**src/rtl/control_multi_fsm.sv**
```systemverilog
// -----------------------------------------------------------------------------
// control_multi_fsm
// Multicycle LEGv8 control unit. A Moore FSM sequences the shared datapath
// (single instruction/data memory, one ALU, register bank, IR, A/B/ALUOut/MDR)
// through FETCH / DECODE / EXEC / MEM / WB and stalls on a memory handshake.
//
// Ports
//   iCLK, iRST_n   clock (rising edge), asynchronous active-low reset
//   iOPCODE[10:0]  IR[31:21], valid from DECODE onward
//   iZero          ALU zero flag (used in BRANCH)
//   iMemReady      memory finished the current read/write this cycle
//   oPCWrite       PC load enable         oIorD      mem addr 0=PC 1=ALUOut
//   oMemRead       memory read request    oMemWrite  memory write request
//   oIRWrite       IR load enable         oReg2Loc   2nd read reg 0=Rm 1=Rt
//   oOrigAULA      ALU A 0=PC 1=reg A     oOrigBULA  ALU B 00=B 01=4 10=imm 11=off<<2
//   oALUop         00 add, 01 pass B, 10 decode from opcode
//   oOrigPC        PC src 0=ALU 1=ALUOut  oMemToReg  WB 0=ALUOut 1=MDR
//   oRegWrite      register bank write    oIllegal   sticky unsupported opcode
//   oState         current state code (debug)
// -----------------------------------------------------------------------------
module control_multi_fsm #(
  parameter int ALUOP_W = 2,
  parameter int ST_W    = 4
) (
  input  logic               iCLK,
  input  logic               iRST_n,
  input  logic [10:0]        iOPCODE,
  input  logic               iZero,
  input  logic               iMemReady,
  output logic               oPCWrite,
  output logic               oIorD,
  output logic               oMemRead,
  output logic               oMemWrite,
  output logic               oIRWrite,
  output logic               oReg2Loc,
  output logic               oOrigAULA,
  output logic [1:0]         oOrigBULA,
  output logic [ALUOP_W-1:0] oALUop,
  output logic               oOrigPC,
  output logic               oMemToReg,
  output logic               oRegWrite,
  output logic               oIllegal,
  output logic [ST_W-1:0]    oState
);

  typedef enum logic [3:0] {
    S_IDLE     = 4'd0,
    S_FETCH    = 4'd1,
    S_DECODE   = 4'd2,
    S_EXEC_R   = 4'd3,
    S_EXEC_I   = 4'd4,
    S_MEM_ADDR = 4'd5,
    S_MEM_RD   = 4'd6,
    S_MEM_WR   = 4'd7,
    S_WB_ALU   = 4'd8,
    S_WB_MEM   = 4'd9,
    S_BRANCH   = 4'd10,
    S_JUMP     = 4'd11
  } state_e;

  typedef enum logic [2:0] {
    C_NONE = 3'd0,
    C_R    = 3'd1,
    C_I    = 3'd2,
    C_LD   = 3'd3,
    C_ST   = 3'd4,
    C_CBZ  = 3'd5,
    C_CBNZ = 3'd6,
    C_B    = 3'd7
  } class_e;

  // Opcode patterns; '?' bits are don't-care in the casez decode.
  localparam logic [10:0] OPC_ADD  = 11'b10001011000;
  localparam logic [10:0] OPC_SUB  = 11'b11001011000;
  localparam logic [10:0] OPC_AND  = 11'b10001010000;
  localparam logic [10:0] OPC_ORR  = 11'b10101010000;
  localparam logic [10:0] OPC_EOR  = 11'b11001010000;
  localparam logic [10:0] OPC_ADDI = 11'b1001000100?;
  localparam logic [10:0] OPC_SUBI = 11'b1101000100?;
  localparam logic [10:0] OPC_ANDI = 11'b1001001000?;
  localparam logic [10:0] OPC_ORRI = 11'b1011001000?;
  localparam logic [10:0] OPC_EORI = 11'b1101001000?;
  localparam logic [10:0] OPC_LDUR = 11'b11111000010;
  localparam logic [10:0] OPC_STUR = 11'b11111000000;
  localparam logic [10:0] OPC_CBZ  = 11'b10110100???;
  localparam logic [10:0] OPC_CBNZ = 11'b10110101???;
  localparam logic [10:0] OPC_B    = 11'b000101?????;

  localparam logic [ALUOP_W-1:0] ALU_ADD  = ALUOP_W'(2'b00);
  localparam logic [ALUOP_W-1:0] ALU_PASS = ALUOP_W'(2'b01);
  localparam logic [ALUOP_W-1:0] ALU_FUNC = ALUOP_W'(2'b10);

  function automatic class_e decode_op(input logic [10:0] opc);
    class_e c;
    casez (opc)
      OPC_ADD, OPC_SUB, OPC_AND, OPC_ORR, OPC_EOR:      c = C_R;
      OPC_ADDI, OPC_SUBI, OPC_ANDI, OPC_ORRI, OPC_EORI: c = C_I;
      OPC_LDUR:                                         c = C_LD;
      OPC_STUR:                                         c = C_ST;
      OPC_CBZ:                                          c = C_CBZ;
      OPC_CBNZ:                                         c = C_CBNZ;
      OPC_B:                                            c = C_B;
      default:                                          c = C_NONE;
    endcase
    return c;
  endfunction

  state_e state_q, state_d;
  class_e cls_q, cls_d;
  logic   illegal_q, illegal_d;
  class_e dec_s;

  assign dec_s    = decode_op(iOPCODE);
  assign oIllegal = illegal_q;
  assign oState   = ST_W'(state_q);

  // State, latched instruction class and sticky illegal flag.
  always_ff @(posedge iCLK or negedge iRST_n) begin
    if (!iRST_n) begin
      state_q   <= S_IDLE;
      cls_q     <= C_NONE;
      illegal_q <= 1'b0;
    end else begin
      state_q   <= state_d;
      cls_q     <= cls_d;
      illegal_q <= illegal_d;
    end
  end

  // Next-state logic; class is captured only in DECODE.
  always_comb begin
    state_d   = state_q;
    cls_d     = cls_q;
    illegal_d = illegal_q;
    case (state_q)
      S_IDLE: state_d = S_FETCH;
      S_FETCH: begin
        if (iMemReady) state_d = S_DECODE;
        else           state_d = S_FETCH;
      end
      S_DECODE: begin
        cls_d = dec_s;
        case (dec_s)
          C_R:          state_d = S_EXEC_R;
          C_I:          state_d = S_EXEC_I;
          C_LD, C_ST:   state_d = S_MEM_ADDR;
          C_CBZ, C_CBNZ: state_d = S_BRANCH;
          C_B:          state_d = S_JUMP;
          default: begin
            // PC was already advanced in FETCH, so just move on.
            illegal_d = 1'b1;
            state_d   = S_FETCH;
          end
        endcase
      end
      S_EXEC_R, S_EXEC_I: state_d = S_WB_ALU;
      S_MEM_ADDR: begin
        if (cls_q == C_LD) state_d = S_MEM_RD;
        else               state_d = S_MEM_WR;
      end
      S_MEM_RD: begin
        if (iMemReady) state_d = S_WB_MEM;
        else           state_d = S_MEM_RD;
      end
      S_MEM_WR: begin
        if (iMemReady) state_d = S_FETCH;
        else           state_d = S_MEM_WR;
      end
      S_WB_ALU, S_WB_MEM, S_BRANCH, S_JUMP: state_d = S_FETCH;
      default: state_d = S_IDLE;
    endcase
  end

  // Moore output decode. Because state resets asynchronously, every write
  // enable drops the moment iRST_n goes low.
  always_comb begin
    oPCWrite  = 1'b0;
    oIorD     = 1'b0;
    oMemRead  = 1'b0;
    oMemWrite = 1'b0;
    oIRWrite  = 1'b0;
    oReg2Loc  = 1'b0;
    oOrigAULA = 1'b0;
    oOrigBULA = 2'b00;
    oALUop    = ALU_ADD;
    oOrigPC   = 1'b0;
    oMemToReg = 1'b0;
    oRegWrite = 1'b0;
    case (state_q)
      S_FETCH: begin
        oMemRead  = 1'b1;
        oOrigBULA = 2'b01;
        // IR and PC update only in the cycle the fetch completes.
        oIRWrite  = iMemReady;
        oPCWrite  = iMemReady;
      end
      S_DECODE: begin
        oOrigBULA = 2'b11;
        if (dec_s == C_CBZ || dec_s == C_CBNZ || dec_s == C_ST) oReg2Loc = 1'b1;
        else                                                   oReg2Loc = 1'b0;
      end
      S_EXEC_R: begin
        oOrigAULA = 1'b1;
        oOrigBULA = 2'b00;
        oALUop    = ALU_FUNC;
      end
      S_EXEC_I: begin
        oOrigAULA = 1'b1;
        oOrigBULA = 2'b10;
        oALUop    = ALU_FUNC;
      end
      S_MEM_ADDR: begin
        oOrigAULA = 1'b1;
        oOrigBULA = 2'b10;
      end
      S_MEM_RD: begin
        oMemRead = 1'b1;
        oIorD    = 1'b1;
      end
      S_MEM_WR: begin
        oMemWrite = 1'b1;
        oIorD     = 1'b1;
        oReg2Loc  = 1'b1;
      end
      S_WB_ALU: oRegWrite = 1'b1;
      S_WB_MEM: begin
        oRegWrite = 1'b1;
        oMemToReg = 1'b1;
      end
      S_BRANCH: begin
        oReg2Loc = 1'b1;
        oALUop   = ALU_PASS;
        oOrigPC  = 1'b1;
        oPCWrite = ((cls_q == C_CBZ) & iZero) | ((cls_q == C_CBNZ) & ~iZero);
      end
      S_JUMP: begin
        oPCWrite = 1'b1;
        oOrigPC  = 1'b1;
      end
      default: oPCWrite = 1'b0;
    endcase
  end

endmodule

```
**config.mk**
```make
export PLATFORM = sky130hd
export DESIGN_NAME = control_multi_fsm
export DESIGN_NICKNAME = d
export VERILOG_FILES = /design/src/rtl/control_multi_fsm.sv
export SDC_FILE = /design/constraint.sdc
export NUM_CORES = 1
export LEC_CHECK = 0
export BUFFER_PORTS_ARGS = -buffer_cell sky130_fd_sc_hd__buf_2
export CELL_PAD_IN_SITES_DETAIL_PLACEMENT = 0
export CELL_PAD_IN_SITES_GLOBAL_PLACEMENT = 1
export CORE_MARGIN = 2
export CORE_UTILIZATION = 32
export CTS_BUF_LIST = sky130_fd_sc_hd__clkbuf_4 sky130_fd_sc_hd__clkbuf_8 sky130_fd_sc_hd__clkbuf_16
export CTS_CLUSTER_SIZE = 14
export DETAILED_ROUTE_END_ITERATION = 8
export HOLD_SLACK_MARGIN = 0.06
export PLACE_DENSITY_LB_ADDON = 0.12
export SKIP_LAST_GASP = 1
export SLEW_MARGIN = 10
export SYNTH_ARGS = -nofsm -noshare
export SYNTH_HDL_FRONTEND = slang
export SYNTH_SLANG_ARGS = --single-unit
```
**constraint.sdc**
```tcl
create_clock -name iCLK -period 1.9 [get_ports iCLK]
set_clock_uncertainty 0.05 [all_clocks]
set_input_delay 0.285 -clock iCLK [delete_from_list [all_inputs] [get_ports iCLK]]
set_output_delay 0.285 -clock iCLK [all_outputs]
set_load 0.01 [all_outputs]
```
==> impl_metrics.env, run 1 <==
export IMPL_r2r_worst_path_cells=6
export IMPL_drt_wl_total_mm=2.336
export IMPL_final_hold_viol_count=0
export IMPL_synthTopCellsByArea="dfrtp_1, nor2_1, nand2_1"
export IMPL_yosysWarnings=0
export IMPL_core_sq_um=2233
export IMPL_ff2ff_setup_slack_ns=0.42
export IMPL_clock_latency_ns=0.25
export IMPL_required_ns=1.56
export IMPL_cts_tree="built"
export IMPL_crit_type="input port to output pin"
export IMPL_violations="negative setup slack"
export IMPL_syn_to_final_growth_pct=58.24
export IMPL_power_leakage_nw=0.5890
export IMPL_gr_total_overflow=0
export IMPL_maxCapViolCount=0
export IMPL_fin_area_sq_um=1214
export IMPL_fillers=228
export IMPL_num_nets_final=167
export IMPL_cts_root_buf="clkbuf_4"
export IMPL_synthMostInstantiatedCell="nor2_1"
export IMPL_synth_common_cells="nor2_1, nand2_1, dfrtp_1, a21oi_1"
export IMPL_viasPerCell=5.174
export IMPL_die_w_um=52.96
export IMPL_worstSetupStartpointType="input port"
export IMPL_drcViolationCount=0
export IMPL_dr_pass1_iters=4
export IMPL_die_h_um=52.96
export IMPL_synth_distinct_cells=36
export IMPL_cts_sinks=8
export IMPL_ys_seq_area_share_pct=26.10
export IMPL_max_freq_mhz=513.4
export IMPL_cp_end_kind="output pin"
export IMPL_antenna_found_initial=0
export IMPL_cts_path_max_buffers=2
export IMPL_place_gp_congestion=0.7949
export IMPL_clkTransAtPathRegs_ns=0.06
export IMPL_grt_usage_pct=18.55
export IMPL_finalCritPeriodShare_pct=102.5
export IMPL_powerDensity_nw_per_um2=920.2
export IMPL_dpl_hpwl_mm=1.751
export IMPL_via_count=921
export IMPL_setup_ws_ns=-0.04761
export IMPL_gr_usage_met2_pct=30.42
export IMPL_ys_ff_latch=8
export IMPL_ioPinCount=34
export IMPL_multi_input_area_sq_um=621.8
export IMPL_cts_buffers=3
export IMPL_drive_gt1_share_pct=45.33
export IMPL_synth_top_area_share_pct=26.10
export IMPL_htreeDepth=1
export IMPL_ys_flop_type="dfrtp_1"
export IMPL_syn_area_sq_um=767.0
export IMPL_fin_crit_ns=1.948
export IMPL_async_flop_share_pct=100.0
export IMPL_dp_slack_ns=-0.2630
export IMPL_crit_fanout=5
export IMPL_place_area_sq_um=1087
export IMPL_grt_max_degree=16
export IMPL_grt_use_met1_pct=25.13
export IMPL_start_util_pct=34.34
export IMPL_fp_row_count=17
export IMPL_syn_instance_count=99
export IMPL_synth_top_cell_by_area="dfrtp_1"
export IMPL_power_total_mw=1.117
export IMPL_die_area_sq_um=2804
export IMPL_grt_pass1_vias=868
export IMPL_synth_nets=114
export IMPL_max_slew_margin_pct=71.62
export IMPL_grt_pass1_wl_mm=3.850
export IMPL_setup_viol=1
export IMPL_slew_viol_final=0
export IMPL_top_usage_layer="met2"
export IMPL_rsz0062_at_grt="yes"
export IMPL_antenna_left=0
export IMPL_status="finished with violations"
export IMPL_seq_area_sq_um=202.7
export IMPL_io_buffer_count=33
export IMPL_dr_first_iter_drc_count=10
export IMPL_syn_avg_cell_area_sq_um=7.747
export IMPL_reg2reg_from="oState[1]$_DFF_PN0_"
export IMPL_n_antenna_cell=0
export IMPL_cp_arrival_ns=1.61
export IMPL_ir_worst_vdd_v=0.0006163
export IMPL_grt_use_met3_pct=3.672
export IMPL_avgRoutedWirePerCell_um=13.12
export IMPL_synth_edf_count=0
export IMPL_tightest_slew_ns=0.4224
export IMPL_reg2reg_to="oState[3]$_DFF_PN0_"
export IMPL_hp_class="input port to asynchronous set/reset pin"
flip-flops by register name, summed over array words and instances, names as in the netlist:
name      flops
oState        4
cls_q         3
oIllegal      1
how the worst max path moves through the flow:
stage / start / end / slack, ns / cells past startpoint
floorplan: iOPCODE[1] / oReg2Loc / 0.01 / 5
global placement: iOPCODE[1] / oReg2Loc / -0.25 / 7
detailed placement: iOPCODE[1] / oReg2Loc / -0.26 / 7
CTS: iOPCODE[10] / oReg2Loc / -0.02 / 8
global route: iOPCODE[10] / oReg2Loc / -0.16 / 8
finish: iOPCODE[10] / oReg2Loc / -0.05 / 8
metal layers:
layer | up-vias | wire length [um]
li1 | 476 | -
met1 | 420 | 1141
met2 | 23 | 1090
met3 | 2 | 94
met4 | 0 | 10
met5 | - | 0
layout make-up:
class,instances,share of cell area [%]
Clock buffer,3,1.856
Inverter,2,0.6186
Multi-Input combinational cell,85,51.24
Sequential cell,8,16.70
Tap cell,28,2.887
Timing Repair Buffer,52,26.70
timing repair:
| action | 4_1_cts | 5_1_grt |
|---|---|---|
| gates resized for setup | 15 | 4 |
| gates cloned | 0 | 0 |
| hold buffers | 1 | 0 |
| setup buffers | 1 | 0 |
| setup endpoints to repair | 2 | 4 |
| pin swaps | 6 | 2 |
| endpoints found under the hold margin | 8 | 0 |
cell usage in the layout, fill, tap and decap left out, types with 2 or more instances in the layout:
master / n
nor2b_1: 5
inv_1: 2
buf_4: 16
a21oi_1: 6
nand2_1: 9
o31ai_1: 4
nand2b_1: 4
clkbuf_4: 3
o21a_1: 4
nor4bb_4: 2
dfrtp_1: 6
o21ai_0: 4
buf_6: 3
buf_2: 32
dfrtp_2: 2
nor2_1: 14
nand3b_1: 4
nor3_2: 3
o31a_1: 2
through the flow:
stage	util, %	TNS [ns]	hold slack (ns)	std cells
6_report	54.34	-0.04761	0.3507	178
5_1_grt	54.34	-0.1702	0.3741	178
4_1_cts	53.78	-0.02263	0.3502	178
3_5_place_dp	48.68	-0.3808	0.09057	174
3_3_place_gp	48.68	-0.2921	0.08435	174
2_1_floorplan	-	0	-0.06059	99
logic make-up after synthesis:
kind of cell	share of synthesized area [%]
compound gates	27.57
xor+xnor	1.142
buf+inv	2.936
flops	26.10
simple gates	42.25
power by group:
part,total [mW],switching [mW],internal [mW]
logic,0.689,0.360,0.329
registers,0.297,0.0647,0.232
clock network,0.131,0.0583,0.0723
critical path, stage by stage:
cell and delay [ns]:
buf_2 0.11, buf_4 0.14, and3b_1 0.22, and4_4 0.17, nor3_2 0.22, nor2_1 0.07
o31ai_1 0.21, buf_2 0.18
(Power assumes the default switching activity.)
==> run 2, diff against run 1 <==
--- a/config.mk
+++ b/config.mk
@@ -20,3 +20,4 @@
 export SYNTH_ARGS = -nofsm -noshare
 export SYNTH_HDL_FRONTEND = slang
 export SYNTH_SLANG_ARGS = --single-unit
+export TNS_END_PERCENT = 20
==> run 2 against run 1 <==
First-iteration DRC count is the same. Clock power is essentially flat. Maximum frequency is essentially flat. Largest cell class unchanged. Die area is the same. Global-route usage shrank 0.059 points. Design area shrank 1.5%. The run still ends with negative setup slack left. Critical path depth is the same. Wire length grew 0.17%. Register-to-register slack lost 0.02 ns. Sequential cell count is the same.
==> impl_metrics.env, run 2 (synthesis gave the netlist of run 1 again) <==
export IMPL_cts_buffers=3
export IMPL_clock_latency_ns=0.25
export IMPL_io_buffer_count=33
export IMPL_num_nets_final=167
export IMPL_seq_power_share_pct=26.5
export IMPL_rsz0062_at_grt="yes"
export IMPL_r2r_worst_path_cells=5
export IMPL_worstSetupStartpointType="input port"
export IMPL_grt_pass1_wl_mm=3.829
export IMPL_max_slew_margin_pct=71.72
export IMPL_violations="negative setup slack"
export IMPL_power_leakage_nw=0.5844
export IMPL_clkTransAtPathRegs_ns=0.06
export IMPL_cts_tree="built"
export IMPL_power_frac_clock_pct=12.0
export IMPL_ff2ff_setup_slack_ns=0.40
export IMPL_finalCritPeriodShare_pct=102.5
export IMPL_wl_met2_mm=1.089
export IMPL_avgRoutedWirePerCell_um=13.15
export IMPL_dp_slack_ns=-0.2630
export IMPL_ir_worst_vdd_v=0.0005742
export IMPL_fillers=228
export IMPL_final_cell_mix="buf_2, buf_4, nor2_1, nand2_1, dfrtp_1"
export IMPL_dr_first_iter_drc_count=10
export IMPL_crit_fanout=5
export IMPL_tightest_slew_ns=0.4210
export IMPL_p_int_uw=612.5
export IMPL_die_area_sq_um=2804
export IMPL_setup_viol=1
export IMPL_antenna_found_initial=0
export IMPL_wl_met3_um=94
export IMPL_gr_total_overflow=0
export IMPL_cp_end_kind="output pin"
export IMPL_switching_share_pct=43.50
export IMPL_fin_setup_tns_ns=-0.04757
export IMPL_die_h_um=52.96
export IMPL_required_ns=1.56
export IMPL_grt_pass1_vias=862
export IMPL_final_hold_viol_count=0
export IMPL_crit_type="input port to output pin"
export IMPL_slew_viol_final=0
export IMPL_ioPinCount=34
export IMPL_syn_to_final_growth_pct=55.79
export IMPL_final_util_pct=53.50
export IMPL_place_gp_congestion=0.7949
export IMPL_antenna_left=0
export IMPL_core_sq_um=2233
export IMPL_dpl_hpwl_mm=1.751
export IMPL_met1_length_mm=1.146
export IMPL_fin_area_sq_um=1195
export IMPL_maxCapViolCount=0
export IMPL_dr_pass1_iters=4
export IMPL_hp_class="input port to asynchronous set/reset pin"
export IMPL_place_area_sq_um=1087
export IMPL_status="finished with violations"
export IMPL_reg2reg_to="oState[3]$_DFF_PN0_"
export IMPL_cts_sinks=8
export IMPL_startpoint="iOPCODE[10]"
export IMPL_fin_crit_ns=1.948
export IMPL_fp_row_count=17
export IMPL_drt_wl_total_mm=2.340
export IMPL_htreeDepth=1
export IMPL_grt_max_degree=16
export IMPL_viasPerCell=5.180
export IMPL_cp_arrival_ns=1.61
export IMPL_p_sw_uw=471.6
export IMPL_combPwrFrac_pct=61.5
export IMPL_n_antenna_cell=0
export IMPL_powerDensity_nw_per_um2=907.2
export IMPL_cts_path_max_buffers=2
export IMPL_grt_usage_pct=18.49
export IMPL_via_count=922
export IMPL_maxUsedRoutingLayer="met4"
export IMPL_final_cell_count_no_fill=178
export IMPL_cts_root_buf="clkbuf_4"
export IMPL_start_util_pct=34.34
export IMPL_largest_reg_flops=4
export IMPL_drcViolationCount=0
export IMPL_dp_cells=174
export IMPL_die_w_um=52.96
export IMPL_final_common_cell="buf_2"
export IMPL_crit_path_end="oReg2Loc"
export IMPL_reg2reg_from="oState[2]$_DFF_PN0_"
export IMPL_setup_ws_ns=-0.04757
export IMPL_drive_gt1_share_pct=43.33
export IMPL_max_freq_mhz=513.5
==> run 2: cell counts in the layout (fill, tap and decap cells not counted) <==
No cell type changed its count.
==> run 2: cell type report <==
class	instances	area (sq um)	share of cell area, %
sequential	8	201.4	16.86
multi-input combinational	85	608.1	50.89
inverter	2	7.507	0.6283
tap	28	35.03	2.932
timing repair buffer	52	320.3	26.81
clock buffer	3	22.52	1.885
==> run 2: worst min path at each step <==
stage          startpoint              endpoint  slack (ns)  cells after the start
2_1_floorplan      iRST_n  cls_q[0]$_DFFE_PN0P_       -0.06                      0
3_3_place_gp       iRST_n  oIllegal$_DFFE_PN0P_        0.08                      1
3_5_place_dp       iRST_n  oIllegal$_DFFE_PN0P_        0.09                      1
4_1_cts            iRST_n  oIllegal$_DFFE_PN0P_        0.35                      2
5_1_grt            iRST_n  oIllegal$_DFFE_PN0P_        0.37                      2
6_report           iRST_n  oIllegal$_DFFE_PN0P_        0.35                      2
==> run 2: power groups by stage <==
stage	Sequential, mW	Combinational (mW)	Clock [mW]
CTS	0.289	0.669	0.135
global route	0.299	0.740	0.146
global placement	0.286	0.645	0
finish	0.287	0.667	0.130
detailed placement	0.291	0.649	0
floorplan	0.298	0.354	0
==> run 2: timing repair <==
item / in CTS / in global routing
hold buffers: 1 / 0
pin swaps: 6 / 2
buffers inserted: 1 / 0
endpoints found under the hold margin: 8 / 0
endpoints found under the setup margin: 2 / 4
gates resized for setup: 14 / 0
==> run 2: critical path, cell delays in order <==
cell and delay, ns:
buf_2 0.11, buf_4 0.14, and3b_1 0.22, and4_4 0.17, nor3_2 0.22, nor2_1 0.07
o31ai_1 0.21, buf_2 0.18
==> run 2: stage by stage <==
| stage | hold WS [ns] | total power, mW |
|---|---|---|
| floorplan | -0.06059 | 0.6519 |
| global placement | 0.08435 | 0.9314 |
| detailed placement | 0.09057 | 0.9397 |
| CTS | 0.3502 | 1.092 |
| global route | 0.3743 | 1.186 |
| finish | 0.3506 | 1.084 |
==> run 2: per-layer routing <==
metal  up-vias  global-route usage [%]
met5         -                       0
met3         2                   3.672
met4         0                   3.846
met1       423                   24.96
li1        474                       -
met2        23                   30.42
==> run 3, diff against run 2 <==
--- a/config.mk
+++ b/config.mk
@@ -15,6 +15,7 @@
 export DETAILED_ROUTE_END_ITERATION = 8
 export HOLD_SLACK_MARGIN = 0.06
 export PLACE_DENSITY_LB_ADDON = 0.12
+export RECOVER_POWER = 100
 export SKIP_LAST_GASP = 1
 export SLEW_MARGIN = 10
 export SYNTH_ARGS = -nofsm -noshare
==> run 3 against run 2 <==
The flow still finishes with violations (negative setup slack). Die area unchanged. Global-route usage unchanged. Setup slack better by 0.0073 ns. Sequential share of layout area up 0.25 points. Design area down 1.5%. Largest cell class unchanged. Highest routed layer unchanged.
==> impl_metrics.env, run 3 (synthesis gave the netlist of run 1 again) <==
export IMPL_status="finished with violations"
export IMPL_violations="negative setup slack"
export IMPL_place_gp_congestion=0.7949
export IMPL_largest_reg_flops=4
export IMPL_worstSetupStartpointType="input port"
export IMPL_cts_root_buf="clkbuf_4"
export IMPL_viasPerCell=5.146
export IMPL_syn_to_final_growth_pct=53.51
export IMPL_max_slew_margin_pct=68.83
export IMPL_antenna_left=0
export IMPL_finalCritPeriodShare_pct=102.1
export IMPL_drcViolationCount=0
export IMPL_cts_tree="built"
export IMPL_crit_type="input port to output pin"
export IMPL_n_antenna_cell=0
export IMPL_dr_pass1_iters=4
export IMPL_die_h_um=52.96
export IMPL_cts_buffers=3
export IMPL_dpl_hpwl_mm=1.751
export IMPL_cts_sinks=8
export IMPL_grt_pass1_wl_mm=3.829
export IMPL_io_buffer_count=33
export IMPL_clock_latency_ns=0.25
export IMPL_final_hold_viol_count=0
export IMPL_die_w_um=52.96
export IMPL_fin_setup_tns_ns=-0.06682
export IMPL_fin_crit_ns=1.940
export IMPL_multi_input_area_sq_um=608.1
export IMPL_tightest_slew_ns=0.4675
export IMPL_drt_wl_total_mm=2.338
export IMPL_fp_row_count=17
export IMPL_required_ns=1.56
export IMPL_htreeDepth=1
export IMPL_drive_gt1_share_pct=35.33
export IMPL_final_cell_mix="buf_2, buf_4, nor2_1, clkbuf_1, nand2_1"
export IMPL_avgRoutedWirePerCell_um=13.13
export IMPL_grt_pass1_vias=862
export IMPL_r2r_worst_path_cells=5
export IMPL_final_util_pct=52.72
export IMPL_power_leakage_nw=0.5406
export IMPL_grt_usage_pct=18.49
export IMPL_cp_arrival_ns=1.61
export IMPL_start_util_pct=34.34
export IMPL_ioPinCount=34
export IMPL_slew_viol_final=0
export IMPL_power_total_mw=1.060
export IMPL_via_count=916
export IMPL_powerDensity_nw_per_um2=900.1
export IMPL_max_freq_mhz=515.4
export IMPL_core_sq_um=2233
export IMPL_die_area_sq_um=2804
export IMPL_final_common_cell="buf_2"
export IMPL_grt_max_degree=16
export IMPL_rsz0062_at_grt="yes"
export IMPL_ir_worst_vdd_v=0.0005651
export IMPL_antenna_found_initial=0
export IMPL_min_path_cells=4
export IMPL_hp_class="input port to flip-flop"
export IMPL_setup_ws_ns=-0.04031
export IMPL_setup_viol=2
export IMPL_gr_total_overflow=0
export IMPL_seq_area_sq_um=201.4
export IMPL_clkTransAtPathRegs_ns=0.06
export IMPL_dr_first_iter_drc_count=7
export IMPL_cts_path_max_buffers=2
export IMPL_fillers=236
export IMPL_cp_end_kind="output pin"
export IMPL_crit_fanout=3
export IMPL_maxCapViolCount=0
export IMPL_num_nets_final=167
run 3: repair_timing:
item | CTS | global route
setup endpoints to repair | 2 | 4
hold buffers | 1 | 0
hold endpoints to repair | 8 | 0
pin swaps | 6 | 2
buffers inserted | 1 | 0
resized for setup | 14 | 0
run 3: per-layer routing:
metal / GRT usage (%) / wire, um / part of all wire, % / vias up
met4: 3.846 / 10 / 0.43 / 0
met3: 3.672 / 102 / 4.4 / 2
li1: - / - / - / 472
met5: 0 / 0 / 0 / -
met2: 30.42 / 1087 / 46 / 23
met1: 24.96 / 1137 / 49 / 419
run 3: critical path: stages:
cell      delay [ns]
buf_2           0.11
buf_6           0.11
nor4bb_4        0.28
nand3_1         0.10
o31a_1          0.29
o31ai_1         0.25
buf_2           0.18
run 3: power by group:
part           switching, mW  internal, mW  total (mW)
logic                  0.361         0.282       0.643
clock network         0.0572        0.0723       0.130
registers             0.0553         0.232       0.287
total                  0.473         0.587        1.06
run 3: path summary, 6_finish.rpt:
kind	start	to	slack [ns]
max	iOPCODE[5]	oReg2Loc	-0.04
min	iMemReady	oState[1]$_DFF_PN0_	0.40
min in group asynchronous	iRST_n	oIllegal$_DFFE_PN0P_	0.44
min reg2reg	oIllegal$_DFFE_PN0P_	oIllegal$_DFFE_PN0P_	0.43
max reg2reg	oState[2]$_DFF_PN0_	oState[3]$_DFF_PN0_	0.40
max in group asynchronous	iRST_n	oState[0]$_DFF_PN0_	1.02
run 3: final cells by class:
type                       count  area share, %
timing repair buffer          52          25.72
inverter                       2         0.6376
multi-input combinational     85          51.65
sequential                     8          17.11
clock buffer                   3          1.913
tap                           28          2.976
run 3: stage by stage:
stage	instance area, sq um	hold WS [ns]	instances	worst slack (ns)
after floorplan	767.0	-0.06059	99	0.01400
after global placement	1087	0.08435	174	-0.2496
after detailed placement	1087	0.09057	174	-0.2630
after CTS	1195	0.3502	178	-0.02263
after global routing	1177	0.4192	178	-0.1638
final	1177	0.4002	178	-0.04031
